==> src/rtl/mac_pkg.sv <==
// mac_pkg: shared types and default widths for the MAC dot-product sequencer.
// Optional feature macro: MAC_SAT_EN (saturating accumulator; used in mac_acc_unit).
package mac_pkg;

   localparam int DATA_W  = 4;
   localparam int ACC_W   = 10;
   localparam int LEN_W   = 4;
   localparam int ACC_MAX = (1 << ACC_W) - 1;

   typedef enum logic [1:0] {
      IDLE = 2'd0,
      RUN  = 2'd1,
      DONE = 2'd2
   } state_t;

endpackage

==> src/rtl/mac_acc_unit.sv <==
// mac_acc_unit: unsigned multiply, ACC_W+1 bit add, sticky overflow and accumulator register.
// Optional feature macro: MAC_SAT_EN -- when defined the accumulator saturates at all-ones
// instead of wrapping. Once saturated, later adds either overflow again or add zero, so the
// value stays pinned for the rest of the command.
module mac_acc_unit #(
   parameter int DATA_W = mac_pkg::DATA_W,
   parameter int ACC_W  = mac_pkg::ACC_W
) (
   input  logic              clk,
   input  logic              rst_n,
   input  logic              clr,
   input  logic              en,
   input  logic [DATA_W-1:0] a,
   input  logic [DATA_W-1:0] b,
   output logic [ACC_W-1:0]  acc,
   output logic              ovf
);

   logic [2*DATA_W-1:0] prod;
   logic [ACC_W:0]      sum;

   // product and one-bit-wider sum so the carry out is the overflow indicator
   always_comb begin
      prod = (2*DATA_W)'(a) * (2*DATA_W)'(b);
      sum  = {1'b0, acc} + (ACC_W+1)'(prod);
   end

   // accumulator and sticky overflow; clear wins over enable
   always_ff @(posedge clk or negedge rst_n) begin
      if (!rst_n) begin
         acc <= '0;
         ovf <= 1'b0;
      end else if (clr) begin
         acc <= '0;
         ovf <= 1'b0;
      end else if (en) begin
         ovf <= ovf | sum[ACC_W];
`ifdef MAC_SAT_EN
         if (sum[ACC_W]) begin
            acc <= '1;
         end else begin
            acc <= sum[ACC_W-1:0];
         end
`else
         acc <= sum[ACC_W-1:0];
`endif
      end
   end

endmodule

==> src/rtl/mac_dot_sequencer.sv <==
// mac_dot_sequencer: command / operand / result handshake sequencer around mac_acc_unit.
// Optional feature macro: MAC_SAT_EN (passed through to mac_acc_unit).
//
// state | meaning
// ------+---------------------------------------------------------------
// IDLE  | cmd_ready high, waiting for a command; last result still shown
// RUN   | op_ready high, consuming operand pairs until cnt reaches 1
// DONE  | res_valid high, result held until res_ready
module mac_dot_sequencer
   import mac_pkg::*;
#(
   parameter int DATA_W = mac_pkg::DATA_W,
   parameter int ACC_W  = mac_pkg::ACC_W,
   parameter int LEN_W  = mac_pkg::LEN_W
) (
   input  logic              clk,
   input  logic              rst_n,
   input  logic              cmd_valid,
   output logic              cmd_ready,
   input  logic [LEN_W-1:0]  cmd_len,
   input  logic              op_valid,
   output logic              op_ready,
   input  logic [DATA_W-1:0] op_a,
   input  logic [DATA_W-1:0] op_b,
   output logic              res_valid,
   input  logic              res_ready,
   output logic [ACC_W-1:0]  res_data,
   output logic              res_ovf,
   output logic              busy
);

   state_t           state;
   logic [LEN_W-1:0] cnt;
   logic             acc_clr;
   logic             acc_en;

   // handshake strobes; cmd_ready/op_ready are registered state decodes
   always_comb begin
      acc_clr = cmd_ready & cmd_valid;
      acc_en  = op_ready & op_valid;
   end

   mac_acc_unit #(
      .DATA_W (DATA_W),
      .ACC_W  (ACC_W)
   ) u_acc (
      .clk   (clk),
      .rst_n (rst_n),
      .clr   (acc_clr),
      .en    (acc_en),
      .a     (op_a),
      .b     (op_b),
      .acc   (res_data),
      .ovf   (res_ovf)
   );

   // sequencing FSM with registered Moore handshake outputs and down-counter
   always_ff @(posedge clk or negedge rst_n) begin
      if (!rst_n) begin
         state     <= IDLE;
         cnt       <= '0;
         cmd_ready <= 1'b1;
         op_ready  <= 1'b0;
         res_valid <= 1'b0;
         busy      <= 1'b0;
      end else begin
         unique case (state)
            IDLE: begin
               if (cmd_valid) begin
                  busy      <= 1'b1;
                  cmd_ready <= 1'b0;
                  if (cmd_len != '0) begin
                     cnt      <= cmd_len;
                     state    <= RUN;
                     op_ready <= 1'b1;
                  end else begin
                     state     <= DONE;
                     res_valid <= 1'b1;
                  end
               end
            end
            RUN: begin
               if (op_valid) begin
                  cnt <= cnt - LEN_W'(1);
                  if (cnt == LEN_W'(1)) begin
                     state     <= DONE;
                     op_ready  <= 1'b0;
                     res_valid <= 1'b1;
                  end
               end
            end
            DONE: begin
               if (res_ready) begin
                  state     <= IDLE;
                  res_valid <= 1'b0;
                  busy      <= 1'b0;
                  cmd_ready <= 1'b1;
               end
            end
            default: begin
               state     <= IDLE;
               cmd_ready <= 1'b1;
               op_ready  <= 1'b0;
               res_valid <= 1'b0;
               busy      <= 1'b0;
            end
         endcase
      end
   end

endmodule

==> config.mk <==
export PLATFORM = sky130hd
export DESIGN_NAME = mac_dot_sequencer
export DESIGN_NICKNAME = d
export VERILOG_FILES = /design/src/rtl/mac_pkg.sv /design/src/rtl/mac_acc_unit.sv /design/src/rtl/mac_dot_sequencer.sv
export SDC_FILE = /design/constraint.sdc
export NUM_CORES = 1
export LEC_CHECK = 0
export ABC_AREA = 1
export BUFFER_PORTS_ARGS = -buffer_cell sky130_fd_sc_hd__clkbuf_2
export CAP_MARGIN = 25
export CORE_UTILIZATION = 25
export DETAILED_ROUTE_END_ITERATION = 7
export GPL_TIMING_DRIVEN = 0
export SYNTH_ARGS = -nofsm -noshare
export SYNTH_HDL_FRONTEND = slang
export SYNTH_SLANG_ARGS = --single-unit
==> constraint.sdc <==
create_clock -name clk -period 2.29 [get_ports clk]
set_input_delay 0 -clock clk [delete_from_list [all_inputs] [get_ports clk]]
set_output_delay 0 -clock clk [all_outputs]
set_load 0.02 [all_outputs]
# ---- After elaboration in Yosys (flattened, before gate mapping)
# Index checks and enable logic that the tools add are counted.
# W data, S select, Z words.
dict set report word_totals {
  ff_bits 21
  inputBits 17
  out_inout_bits 15
  wordCells 64
}
dict set report classes {
  n_addsub 2
  mul 1
  n_eq_ne 9
  muxes 30
  bitwise_logic 5
  reduce_logical 9
}
# cell count
set ops {}
lappend ops {{$mux W10} 2}
lappend ops {{$mux W1} 14}
lappend ops {{$mux W4} 3}
lappend ops {{$ne A2 B2 Y1 const B} 6}
lappend ops {{$pmux W1 S3} 4}
lappend ops {{$add A10 B8 Y11} 1}
lappend ops {{$mux W2} 5}
lappend ops {{$reduce_and A5 Y1} 2}
lappend ops {{$mul A4 B4 Y8} 1}
lappend ops {{$pmux W4 S2} 1}
lappend ops {{$reduce_and A4 Y1} 2}
lappend ops {{$pmux W2 S3} 1}
lappend ops {{$eq A4 B1 Y1 const B} 1}
lappend ops {{$reduce_bool A2 Y1} 2}
lappend ops {{$reduce_bool A4 Y1} 1}
lappend ops {{$sub A4 B1 Y4 const B} 1}
lappend ops {{$reduce_and A3 Y1} 1}
lappend ops {{$and A1 B1 Y1} 2}
lappend ops {{$eq A2 B1 Y1 const B} 1}
lappend ops {{$eq A2 B2 Y1 const B} 1}
lappend ops {{$logic_not A2 Y1} 1}
lappend ops {{$not A1 Y1} 2}
lappend ops {{$or A1 B1 Y1} 1}

# ---- Depth between registers and ports, before layout
# Gate-level depths: netlist of the first run.
dict set report logic_depth {
  depth_word 5
  depth_mapped 16
  depth_no_buf 16
}

# ---- Modules after synthesis
# A second synthesis of the first run with hierarchy kept.
dict set report hier_totals {
  hier_cells 264
  hier_area_um2 1955.6
}
# module n_inst cells_each area_per_inst_um2 seq_area_each_um2
set modules_own_cells {}
lappend modules_own_cells {mac_acc_unit 1 173 1291.2 275.3}
lappend modules_own_cells {mac_dot_sequencer 1 91 664.4 251.5}

# ---- Worst setup path before layout of the first run
# OpenSTA, ideal clock, no wires.
dict set report synth_timing {
  kind {input to register}
  start {input port op_a[0]}
  end {register u_acc.acc[9]}
  setup_time_ps 119
  arrival_time_ps 2434
  t_required_ps 2171
  setup_slack_ps -263
  stages 12
  path_buffers 0
  cell_sequence {nand2_1 fa_1 fa_1 fa_1 inv_1 ha_1 nand3_1 nand3_1 nand2_1 nand2_1 a21oi_1 nor2_1}
}
dict set report synth_via {
  elab_chain_len 4
}
# item line_no
set synth_lines {}
lappend synth_lines {{start: declaration} mac_dot_sequencer.sv:23} ;# input logic [DATA_W-1:0] op_a,
lappend synth_lines {{$mul A4 B4 Y8} mac_acc_unit.sv:24} ;# prod = (2*DATA_W)'(a) * (2*DATA_W)'(b);
lappend synth_lines {{$add A10 B8 Y11} mac_acc_unit.sv:25} ;# sum = {1'b0, acc} + (ACC_W+1)'(prod);
lappend synth_lines {{$mux W10} mac_acc_unit.sv:36} ;# end else if (en) begin
lappend synth_lines {{$mux W10} mac_acc_unit.sv:33} ;# end else if (clr) begin
lappend synth_lines {{end signal: assignment} mac_acc_unit.sv:45} ;# acc <= sum[ACC_W-1:0];
lappend synth_lines {{end: declaration} mac_acc_unit.sv:15} ;# output logic [ACC_W-1:0] acc,
# Every way passes these cells. The select of a mux whose other input is x is not followed.
# A chain may end at the register's enable or synchronous reset.

# ---- Worst setup path after layout of the first run
dict set report layout_timing {
  start {input port op_a[2]}
  end {register u_acc.acc[6]}
}
# Same word-level chain as after synthesis.

==> run summary, run 1 <==
The tools report the count of final setup violators as 4. The tools report the total count of max-transition violations in the final report as 0. The path class of the tightest hold or removal check is input pin to flip-flop. Antenna violation net count after detailed routing: 0. The critical-path maximum fanout is 5. The fraction of the mapped netlist area in simple logic gates came out at 29.7%. For this run the aggregate overflow at the end of global routing stands at 0. The clock sink count is 21, and the weighted congestion at the end of routability-driven global placement is 0.801. The startpoint identified for the worst register-to-register timing path is u_acc.acc[6].

Clock skew on the completed layout was measured at 0.00259 ns. The final critical-path setup slack is -0.0189 ns. The commonest register cell after synthesis is dfrtp_1. The net switching fraction of the power works out to 49.5%. The reported max-cap violation count is 0, and the number of flops mapped to enable cells by yosys is 0. In this run the cell area of the synthesized design comes to 1870 µm².

Dividing the detail-routed wire length by the instance count gives 10.9 µm. Of the cells placed in the final design, the portion with a size suffix greater than 1 is 24.9%. The switching power summed over all nets is 1310 µW, and the I/O pin total is 32.

At the worst endpoint, the required time is 2.45 ns. The static leakage was 0.00147 µW. After floorplanning, the core was divided into 31 placement rows.

Detailed routing inserted a total of 1,705 vias. Using the TritonRoute via totals, the vias-per-cell ratio works out to 4.26. The height of the die was 88.5 µm. Before antenna repair, the detailed router went through 4 iterations. The clock network accounts for 9.6% of the total power.

The part of the total power dissipated in sequential elements is 24.9%, and the number of global-route vias before repair is 1,691. The area growth from synthesis to layout was 33.2%. Once layout is done, the placed cells without fillers occupy 2490 µm². TritonCTS built the clock tree. Setup repair after global routing could not meet its margin everywhere. At the placement stage, the worst setup path has a slack of -0.387 ns.

The total half-perimeter wirelength after legalization and detailed placement is 3.30 mm, and the multiplexer share of the synthesized area is 0%. The number of CTS-inserted buffers was 3. The checks that failed: setup timing. Final hold analysis gives a worst-case slack of 0.0689 ns.

The area of the core is 7250 µm². The worst pin sits at a relative slew slack of 62.6%. The first global-routing pass estimated 7.38 mm of wire. The combinational share of power is 65.5%, and the mean cell area of the mapped netlist is 7.17 µm².

The run finished, with violations left. The synthesized instance count is 261. Once the floorplan was initialized, standard cells occupied 25.8% of the core. For this run, the share of the core covered by cells in the final layout is 34.4%.

After Yosys synthesis, full adders, half adders and majority gates account for 23.0% of the synthesized area. For flop-to-flop paths, the worst setup slack is 0.20 ns. The maximum number of pins on one net before global-route repair was 22; the clock latency on the worst-skew pair was 0.26 ns.

Number of inserted diodes: 0. The post-synthesis xor/xnor area fraction is 0.468%. IR analysis of the VDD net gives a maximum drop of 605 µV. The hold violation total from the final report is 0, and the flip-flop and latch count after synthesis is 21. Once placement finished, the instance area stood at 2210 µm². The internal power of the cells totals 1340 µW. The total number of H-tree levels came out at 1. The floorplan step defined a die boundary enclosing 7840 µm².

Capturing instance or port of the critical path: u_acc.acc[6]. The worst hold path begins at cmd_len[3]. For the pin with the worst max-slew slack, the measured transition is 0.560 ns.

Global routing used 12.0% of the available tracks across all layers. The critical path launch point type is an input pin. The number of unique standard cell types used by synthesis was 23. Summing all flip-flop and latch instances after layout gives 527 µm².

The data arrival time at the worst-slack endpoint was 2.47 ns; the total of warnings raised by yosys was 0. The chip width is 88.5 µm, and the fmax is 433 MHz. In this run, the number of DRC markers left after iteration 0 of detailed routing was 46.

The number of nets handed over by synthesis was 307. Port buffering added 31 buffers. For the footprint of the multi-input gates, the log shows 1320 µm².

Dividing the final minimum period by the clock period gives 101%. Dividing total power by cell area gives a power density of 1060 nW/µm². The tools report the destination of the worst register-to-register timing path as u_acc.acc[8]. The number of cells on the worst reg-to-reg path was 10. The critical path starts at op_a[2]. The minimum period implied by the final worst setup slack works out to 2.31 ns. The tree is rooted in a clkbuf_8. The buffer levels on the longest clock path is 2, and the portion of the post-synthesis area used by sequential elements is 28.1%. Clock-pin slew was measured on the worst setup and hold paths at 0.08 ns. After detailed routing, the number of remaining DRC violations is 0. The number of antenna violations at the first check in global routing is 0. Critical path class: input pin to flip-flop. The dominant combinational cell family by area after synthesis was simple AND/OR/NAND/NOR gates. The tools report the fill cell total of the finished layout as 782. The total wirelength of the detailed-routed design is 4.37 mm.

For this run, the post-layout net count is 348. The synthesized netlist devotes 7.02% of its cell area to compound gates. The worst setup path is captured at a flip-flop. For this run, asynchronously set or reset flops after synthesis account for 100%.
-- flip-flops by register name, indices dropped and copies added, names as in the netlist --
name and cells:
state 2, busy 1, cmd_ready 1, op_ready 1
res_valid 1, u_acc.ovf 1, u_acc.acc 10, cnt 4
-- worst min path at each step --
stage,cells after the start,endpoint
4_1_cts,5,cnt[3]
5_1_grt,3,cnt[1]
3_3_place_gp,1,cnt[0]
2_1_floorplan,0,busy
3_5_place_dp,1,cnt[0]
6_report,5,cnt[3]
-- Yosys cell counts (2+ instances only) --
cell / n / area (µm²)
nand2_1: 90 / 338
inv_1: 56 / 210
dfrtp_1: 20 / 500
ha_1: 20 / 250
nand3_1: 18 / 90.1
o21ai_0: 10 / 50.1
fa_1: 9 / 180
nor2_1: 8 / 30.0
a21oi_1: 7 / 35.0
nand4_1: 4 / 25.0
a22o_1: 3 / 26.3
nand3b_1: 3 / 22.5
inv_2: 2 / 7.51
nand2_4: 2 / 22.5
-- layout make-up --
cell class                 instances  share of cell area, %
tap                               99                   4.97
multi-input combinational        182                   52.9
sequential                        21                   21.1
inverter                          58                   8.73
timing repair buffer              36                   10.5
clock buffer                       4                   1.81
-- power groups by stage --
stage / combinational [µW] / clock, µW / sequential, µW
floorplan: 1020 / 0 / 765
global placement: 1460 / 0 / 664
detailed placement: 1500 / 0 / 665
CTS: 1550 / 271 / 662
global route: 1950 / 284 / 686
finish: 1730 / 255 / 658
-- worst max-delay path, cell delays in order --
cell and delay, ns:
buf_12 0.09, nand2_8 0.04, fa_1 0.56, fa_1 0.44
fa_1 0.51, inv_2 0.05, ha_4 0.32, nand2_4 0.07
nand3_4 0.12, nand2_4 0.06, nand2_2 0.05, nand2_1 0.05
nand3_2 0.06, nand2_1 0.05
-- logic make-up (layout without fill, tap and decap cells) --
| family | after synthesis | after routing |
|---|---|---|
| buffers and inverters | 58 | 98 |
| xor gates and xnor gates | 1 | 1 |
| AOI/OAI and AO/OA | 23 | 23 |
| adders and majority gates | 29 | 29 |
| and+or+nand+nor | 129 | 129 |
| DFF | 21 | 21 |
-- what timing repair did --
item / in CTS / in global routing
hold endpoints to repair: 20 / 0
setup endpoints to repair: 7 / 7
gates resized for setup: 18 / 29
pin swaps: 8 / 10
hold buffers: 1 / 0
buffers inserted: 2 / 2
-- cell usage in the layout, fill, tap and decap left out, types with 2 or more instances in the layout --
cell type and count:
o21ai_1 3, nand3_1 12, dfrtp_1 20, nand3b_1 3
buf_4 4, fa_1 8, nand2_2 8, a21oi_1 6
ha_1 17, nand4_1 4, nand2_1 76, nand3_4 4
nor2_1 7, nand3_2 2, a22o_1 3, inv_1 54
o21ai_0 7, buf_12 2, ha_4 3, clkbuf_2 25
nand2_4 8, clkbuf_8 6, inv_2 4
-- metrics by stage --
stage               total power (µW)  instances  setup TNS (ns)
global placement                2130        391           -2.63
finish                          2640        400         -0.0467
detailed placement              2160        391           -2.59
global route                    2920        400          -0.724
CTS                             2490        398          -0.377
floorplan                       1790        261          -0.218
-- routing by layer --
| layer | global-route usage, % | routed length, µm | up-vias |
|---|---|---|---|
| met5 | 0 | 0 | - |
| met4 | 3.52 | 67 | 0 |
| met3 | 2.05 | 174 | 6 |
| met2 | 20.6 | 2080 | 43 |
| met1 | 15.5 | 2050 | 770 |
| li1 | - | - | 886 |
(Power assumes the default switching activity.)
==> run 2, diff against run 1 <==
==> constraint.sdc (replaced) <==
create_clock -name clk -period 2.29 [get_ports clk]
set_input_delay 0.1145 -clock clk [delete_from_list [all_inputs] [get_ports clk]]
set_output_delay 0.1145 -clock clk [all_outputs]
set_load 0.02 [all_outputs]
==> run 2 against run 1 <==
Against the previous run:
- the run still ends with setup timing left
- first-iteration DRC count fell by 24%
- worst setup slack got worse by 0.11 ns
- global-route usage fell by 0.46 points
- routed wire length fell by 4.8%
- power fell by 4.1%
- utilization fell by 1.3 points
- flip-flop and latch count did not move
- register-to-register slack improved by 0.03 ns
- via count fell by 0.82%
- critical path type unchanged
- largest cell class unchanged
==> run summary, run 2 (synthesized netlist as in run 1, its figures left out) <==
The logs give 346 for the net total in the final layout and 11.5% for the aggregate global-route resource usage. In this run the most critical hold path is launched from cmd_len[3]. The clock arrives with 0.00463 ns of skew. The setup total negative slack came out at -0.623 ns. The count of port buffers added during placement was 31; the via count normalized by instance count was 4.25. The data arrival time at the worst-slack endpoint was 2.58 ns. The tools report the beginning of the worst register-to-register path as u_acc.acc[6].

The initial core utilization was 25.8%. Required time of the worst setup path: 2.45 ns. The logs give 0.832 for the weighted congestion at the end of routability-driven global placement and 7250 µm² for the area of the core.

The number of inserted diodes came out at 0. The setup check on the worst reg-to-reg path leaves a slack of 0.23 ns. Max-cap violations in this run came to 0. Wire segments on met2 add up to 2.06 mm in the final route. The run gives 32 as the I/O pin total. TritonCTS built the clock tree. The most common cell after layout, fill and taps aside was nand2_1.

For the static leakage, the log shows 0.00141 µW. The hold violation total from the final report was 0; the fill cell total of the finished layout was 799. The critical-path maximum fanout works out to 5. On the final layout, the worst hold slack is 0.192 ns.

The number of CTS-inserted buffers came out at 3. The minimum period implied by the final worst setup slack was 2.41 ns. At the pin with the least slew margin, the transition time is 0.560 ns.

The area growth from synthesis to layout is 28.0%. The count of nets left with antenna violations once routing finished came out at 0. The number of global-route vias before repair is 1,722. The checks that failed: setup timing. The met1 routed wirelength after detailed routing came out at 1.98 mm. For this run the aggregate overflow at the end of global routing stands at 0.

Global-route wire length before repair: 7.09 mm. In this run the core area contains 31 standard-cell rows. The tools report the destination of the worst register-to-register timing path as u_acc.acc[8]. Entering global routing, the biggest net connects 22 pins.

Dividing the final minimum period by the clock period gives 105%. The total power is 2530 µW. The buffer levels on the longest clock path is 2. The post-place instance area is 2210 µm². In this run the top signal layer used is met4.

For the number of DRC markers in iteration 0, the log shows 35. The chip width was 88.5 µm. Dividing the detail-routed wire length by the instance count gives 10.5 µm. The height of the die came out at 88.5 µm. Detailed-route via count: 1,691. The library cells used most frequently in the layout, excluding fill and tap cells, are 83 x nand2_1, 54 x inv_1, 25 x clkbuf_2. The number of instances on the worst hold path came out at 5. Measured against its own limit, the worst slew margin works out to 62.7%. Wires add up to 4.16 mm. The footprint of the multi-input gates came out at 1260 µm².

The flow ran to the end, but the final reports show violations. After clock tree synthesis, the clock-pin slew on the worst setup and hold paths is 0.09 ns. For the amount of wire on met3 after detailed routing, the log shows 103 µm. For hold timing, the worst endpoint is cnt[3].

The largest registers in the layout are u_acc.acc: 10 flops, cnt: 4 flops, state: 2 flops. Number of antenna violations at the first check in global routing: 0. IR analysis of the VDD net gives a maximum drop of 572 µV. Of the cells placed in the final design, the portion with a size suffix greater than 1 is 22.4%. Clock tree synthesis selected as its root buffer the cell clkbuf_8.

The first detailed-routing pass took 3 iterations. Setup violations remaining at the end of the flow were counted as 7. Registers take 527 µm². Setup repair after global routing could not meet its margin everywhere. Critical path launch point type: an input pin.

The register with the most flip-flops in the layout has 10 of them. The fmax was 414 MHz. The total number of H-tree levels is 1, and the clock sink count is 21. Measured in cells, the most critical reg-to-reg path has a length of 10. At the later pin of the worst-skew pair, clock insertion delay measures 0.26 ns.

The critical path class is input pin to flip-flop. Die outline area: 7840 µm². Ranked by flip-flop count, first place goes to u_acc.acc. Areal power density over the cells: 1060 nW/µm². STA classifies the critical path endpoint as a flip-flop. The finished cells cover 2400 µm². Final critical-path setup slack: -0.125 ns. Total half-perimeter wirelength after legalization and detailed placement: 3.38 mm. After detailed routing, the number of remaining DRC violations is 0. In this run the worst hold path is classified as input pin to flip-flop. The total count of max-transition violations in the final report was 0.
==> run 2: cell count changes in the layout (fill, tap and decap cells not counted), moves of 2 or more <==
| cell | previous run | this run |
|---|---|---|
| nand2_4 | 8 | 4 |
| nand3_1 | 12 | 14 |
| buf_8 | 1 | 4 |
| buf_12 | 2 | 0 |
| nand2_1 | 76 | 83 |
| nand2_2 | 8 | 5 |
| nand3_4 | 4 | 2 |
| clkbuf_8 | 6 | 3 |
==> run 2: area by class of cell <==
class / instances / area share (%)
Clock buffer: 3 / 1.72
Clock inverter: 1 / 0.209
Inverter: 58 / 9.09
Multi-Input combinational cell: 182 / 52.4
Sequential cell: 21 / 22.0
Tap cell: 99 / 5.17
Timing Repair Buffer: 34 / 9.40
==> run 2: worst max-delay path by stage <==
stage | from | endpoint | slack, ns | cells past startpoint
after global placement | op_b[1] | u_acc.acc[9] | -0.51 | 14
after global routing | op_b[3] | u_acc.acc[9] | -0.23 | 14
final | op_b[3] | u_acc.acc[6] | -0.12 | 14
after detailed placement | op_a[2] | u_acc.acc[6] | -0.52 | 14
after floorplan | op_b[1] | u_acc.acc[9] | -0.18 | 13
after CTS | op_b[3] | u_acc.acc[9] | -0.20 | 14
==> run 2: per-stage QoR <==
step	worst slack, ns	util [%]	instances
floorplan	-0.182	-	261
global placement	-0.507	30.4	391
detailed placement	-0.516	30.4	391
CTS	-0.204	32.3	397
global route	-0.234	33.0	398
finish	-0.125	33.0	398
==> run 2: critical path: stages <==
cell and delay [ns]:
buf_8 0.08, nand2_4 0.05, fa_1 0.55, fa_1 0.44
fa_1 0.51, inv_2 0.05, ha_4 0.30, nand2_2 0.08
nand3_4 0.11, nand2_2 0.06, nand2_1 0.06, nand2_1 0.05
nand3_1 0.07, nand2_1 0.05
==> run 2: timing repair <==
action	CTS	global route
endpoints found under the hold margin	20	0
pin swaps	9	9
setup endpoints to repair	7	8
buffers inserted	1	1
resized for setup	15	17
hold buffers	1	0
==> run 2: layer usage <==
layer,track usage [%],vias up
met5,0,-
met4,1.76,0
met3,2.15,2
met2,21.7,25
met1,13.9,782
li1,-,882
==> run 2: power breakdown <==
| group | leakage (µW) | switching, µW | internal (µW) |
|---|---|---|---|
| Clock | 0.0000255 | 134 | 121 |
| Combinational | 0.00112 | 980 | 635 |
| Sequential | 0.000269 | 129 | 534 |
==> run 3, diff against run 2 <==
--- a/config.mk
+++ b/config.mk
@@ -8,9 +8,11 @@
 export ABC_AREA = 1
 export BUFFER_PORTS_ARGS = -buffer_cell sky130_fd_sc_hd__clkbuf_2
 export CAP_MARGIN = 25
-export CORE_UTILIZATION = 25
+export CORE_ASPECT_RATIO = 0.6
+export CORE_UTILIZATION = 55
 export DETAILED_ROUTE_END_ITERATION = 7
 export GPL_TIMING_DRIVEN = 0
+export PLACE_DENSITY = 0.78
 export SYNTH_ARGS = -nofsm -noshare
 export SYNTH_HDL_FRONTEND = slang
 export SYNTH_SLANG_ARGS = --single-unit
==> run 3 against run 2 <==
Against the previous run:
- the run still ends with setup timing left
- utilization up 46 points
- largest cell class unchanged
- routed wire length up 12%
- hold slack better by 0.020 ns
- clock power down 3%
- critical path type unchanged
- critical endpoint is now u_acc.acc[9]
- die area down 53%
- sequential share of layout area down 0.069 points
==> run summary, run 3 (synthesized netlist as in run 1, its figures left out) <==
Counting the buffers created by CTS gives 3. Total count of max-transition violations in the final report: 0. More flip-flops sit in one register than any other, and that register is u_acc.acc. The die outline area came out at 3650 µm².

The number of antenna diodes in the final layout is 0. Setup violations remaining at the end of the flow were counted as 8. Summed over all layers, the routed wires come to 4.65 mm. The largest registers in the layout are u_acc.acc: 10 flops, cnt: 4 flops, state: 2 flops. The later pin in the worst-skew pair is clocked with a latency of 0.26 ns.

Fill cell total of the finished layout: 226. The initial core utilization was 61.6%. The min-delay analysis places its worst path in the category input pin to flip-flop. The critical path class was input pin to flip-flop.

The clock sink count is 21. The worst-path cell with the longest stage delay is fa_1. Routability-driven placement finished with a final weighted congestion of 0.890. The cell sitting at the root of the clock tree is a clkbuf_8. The register with the most flip-flops in the layout has 10 of them. The worst path needs 2.53 ns of the cycle, external delays included.

The floorplan step defined a core boundary enclosing 3040 µm². In this run the worst path has a maximum fanout of 4. The first-pass detailed-route iteration total was 5; the via count normalized by instance count was 5.25.

The count of nets left with antenna violations once routing finished came out at 0. The final critical-path setup slack is -0.241 ns. For the number of global-route vias before repair, the log shows 1,523.

For the hold violation total from the final report, the log shows 0. Element type at the critical path end: a flip-flop. In the final routing, the length of wire on met1 measures 2.32 mm. From synthesis to final layout, the design area changed by 28.4%.

The maximum resistive drop on vdd was 751 µV. In the routed design, unresolved DRC markers number 0. Of the cells placed in the final design, the portion with a size suffix greater than 1 is 24.3%.

The routed design uses 1.95 mm of met2 wire. The clock-pin transition on the worst setup and hold timing paths came out at 0.08 ns. TritonCTS built the clock tree. The logs give 1 for the total number of H-tree levels and 0 for the reported max-cap violation count. The top cell types in the final layout, fill and taps aside, are 79 x nand2_1, 55 x inv_1, 25 x clkbuf_2.

The most common cell after layout, fill and taps aside is nand2_1. In this run the static leakage power is 0.00144 µW. The setup total negative slack came out at -1.25 ns. Summing over every cut layer, the via total after detailed routing is 1,801.

After layout, the worst path uses 111% of the clock period. STA classifies the critical path startpoint as an input pin. Measured along the x axis, the die boundary spans 77.3 µm. Setup repair after global routing could not meet its margin everywhere. For the number of DRC markers in iteration 0, the log shows 129. The final reports fail on setup timing. After detailed routing, the met3 layer carries 325 µm of wire.

The tools report the worst clock skew on the final layout as 0.00326 ns. The first global-routing pass estimated 7.11 mm of wire. Derived from the worst setup path, the maximum achievable clock frequency is 395 MHz.

After floorplanning, the core was divided into 15 placement rows. The critical path goes through clkbuf_8 -> buf_4 -> nand2_1 -> inv_1 -> ha_1 -> ha_1 -> fa_1 -> fa_2 -> nand3_4 -> nand3_4 -> nand2_2 -> nand2_2 -> a21oi_1 -> nor2_1. Entering global routing, the biggest net connects 22 pins. The flow ran to the end, but the final reports show violations. The wire length per cell after detailed routing was 13.5 µm.

32 I/O pins were placed. After legalization and detailed placement, the total HPWL measured 3.37 mm. At the worst endpoint, the arrival time is 2.69 ns. At the pin with the least slew margin, the transition time is 0.515 ns.

After layout, the design draws a total of 2690 µW. After global routing the overflow that remains totals 0. The areal power density over the cells is 1120 nW/µm².

At the worst endpoint, the required time is 2.45 ns. The largest single stage delay on the critical path is 0.54 ns. In this run the tightest slew margin relative to its limit is 65.6%. From bottom edge to top edge, the die measures 47.2 µm. The final layout contains 348 nets.

Global routing used 26.3% of the available tracks. The highest layer touched by signal routing is met4. The number of antenna violations at the first check in global routing is 0, and the buffer levels on the longest clock path is 2. Count of port buffers added during placement: 31.
run 3: final timing paths:
path	startpoint	end	slack, ns	depth (start not counted)
min reg2reg	cmd_ready	cmd_ready	0.48	2
max	op_a[0]	u_acc.acc[9]	-0.24	14
min in group asynchronous	rst_n	res_valid	0.34	2
max reg2reg	u_acc.acc[6]	u_acc.acc[8]	0.16	10
max in group asynchronous	rst_n	cmd_ready	1.59	2
min	cmd_valid	u_acc.ovf	0.21	4
run 3: what timing repair did:
action | CTS | global route
resized for setup | 22 | 19
buffers inserted | 3 | 1
setup endpoints to repair | 7 | 8
hold buffers | 1 | 0
pin swaps | 12 | 12
gates cloned | 0 | 0
endpoints found under the hold margin | 20 | 0
run 3: critical path, delay by kind of cell:
family	cells	cell delay [ns]
compound gates	1	0.12
fa+ha+maj	4	1.63
buf+inv	3	0.32
simple gates	6	0.50
run 3: layout make-up:
cell class / count / area [µm²] / area share, %
Clock buffer: 3 / 41.3 / 1.72
Clock inverter: 1 / 5.00 / 0.208
Inverter: 58 / 218 / 9.06
Multi-Input combinational cell: 182 / 1300 / 53.9
Sequential cell: 21 / 527 / 21.9
Tap cell: 42 / 52.6 / 2.19
Timing Repair Buffer: 36 / 264 / 11.0
run 3: per-stage QoR:
stage | area, µm² | setup slack, ns | utilization, % | hold slack [ns] | std cells
4_1_cts | 2330 | -0.226 | 76.5 | 0.204 | 342
6_report | 2400 | -0.241 | 79.1 | 0.211 | 343
2_1_floorplan | 1930 | -0.182 | - | -0.181 | 261
3_3_place_gp | 2140 | -0.512 | 70.2 | 0.105 | 334
3_5_place_dp | 2140 | -0.539 | 70.2 | 0.107 | 334
5_1_grt | 2400 | -0.309 | 79.1 | 0.222 | 343
run 3: layer usage:
| layer | track usage (%) | up-vias |
|---|---|---|
| met5 | 0 | - |
| met4 | 6.04 | 0 |
| met3 | 4.27 | 6 |
| li1 | - | 889 |
| met1 | 40.2 | 834 |
| met2 | 39.3 | 72 |
run 3: report_power, final:
part	total (µW)	leakage (µW)	internal (µW)	switching, µW
clock network	247	0.0000255	121	126
registers	664	0.000269	534	130
logic	1780	0.00115	693	1090
total	2690	0.00144	1350	1350
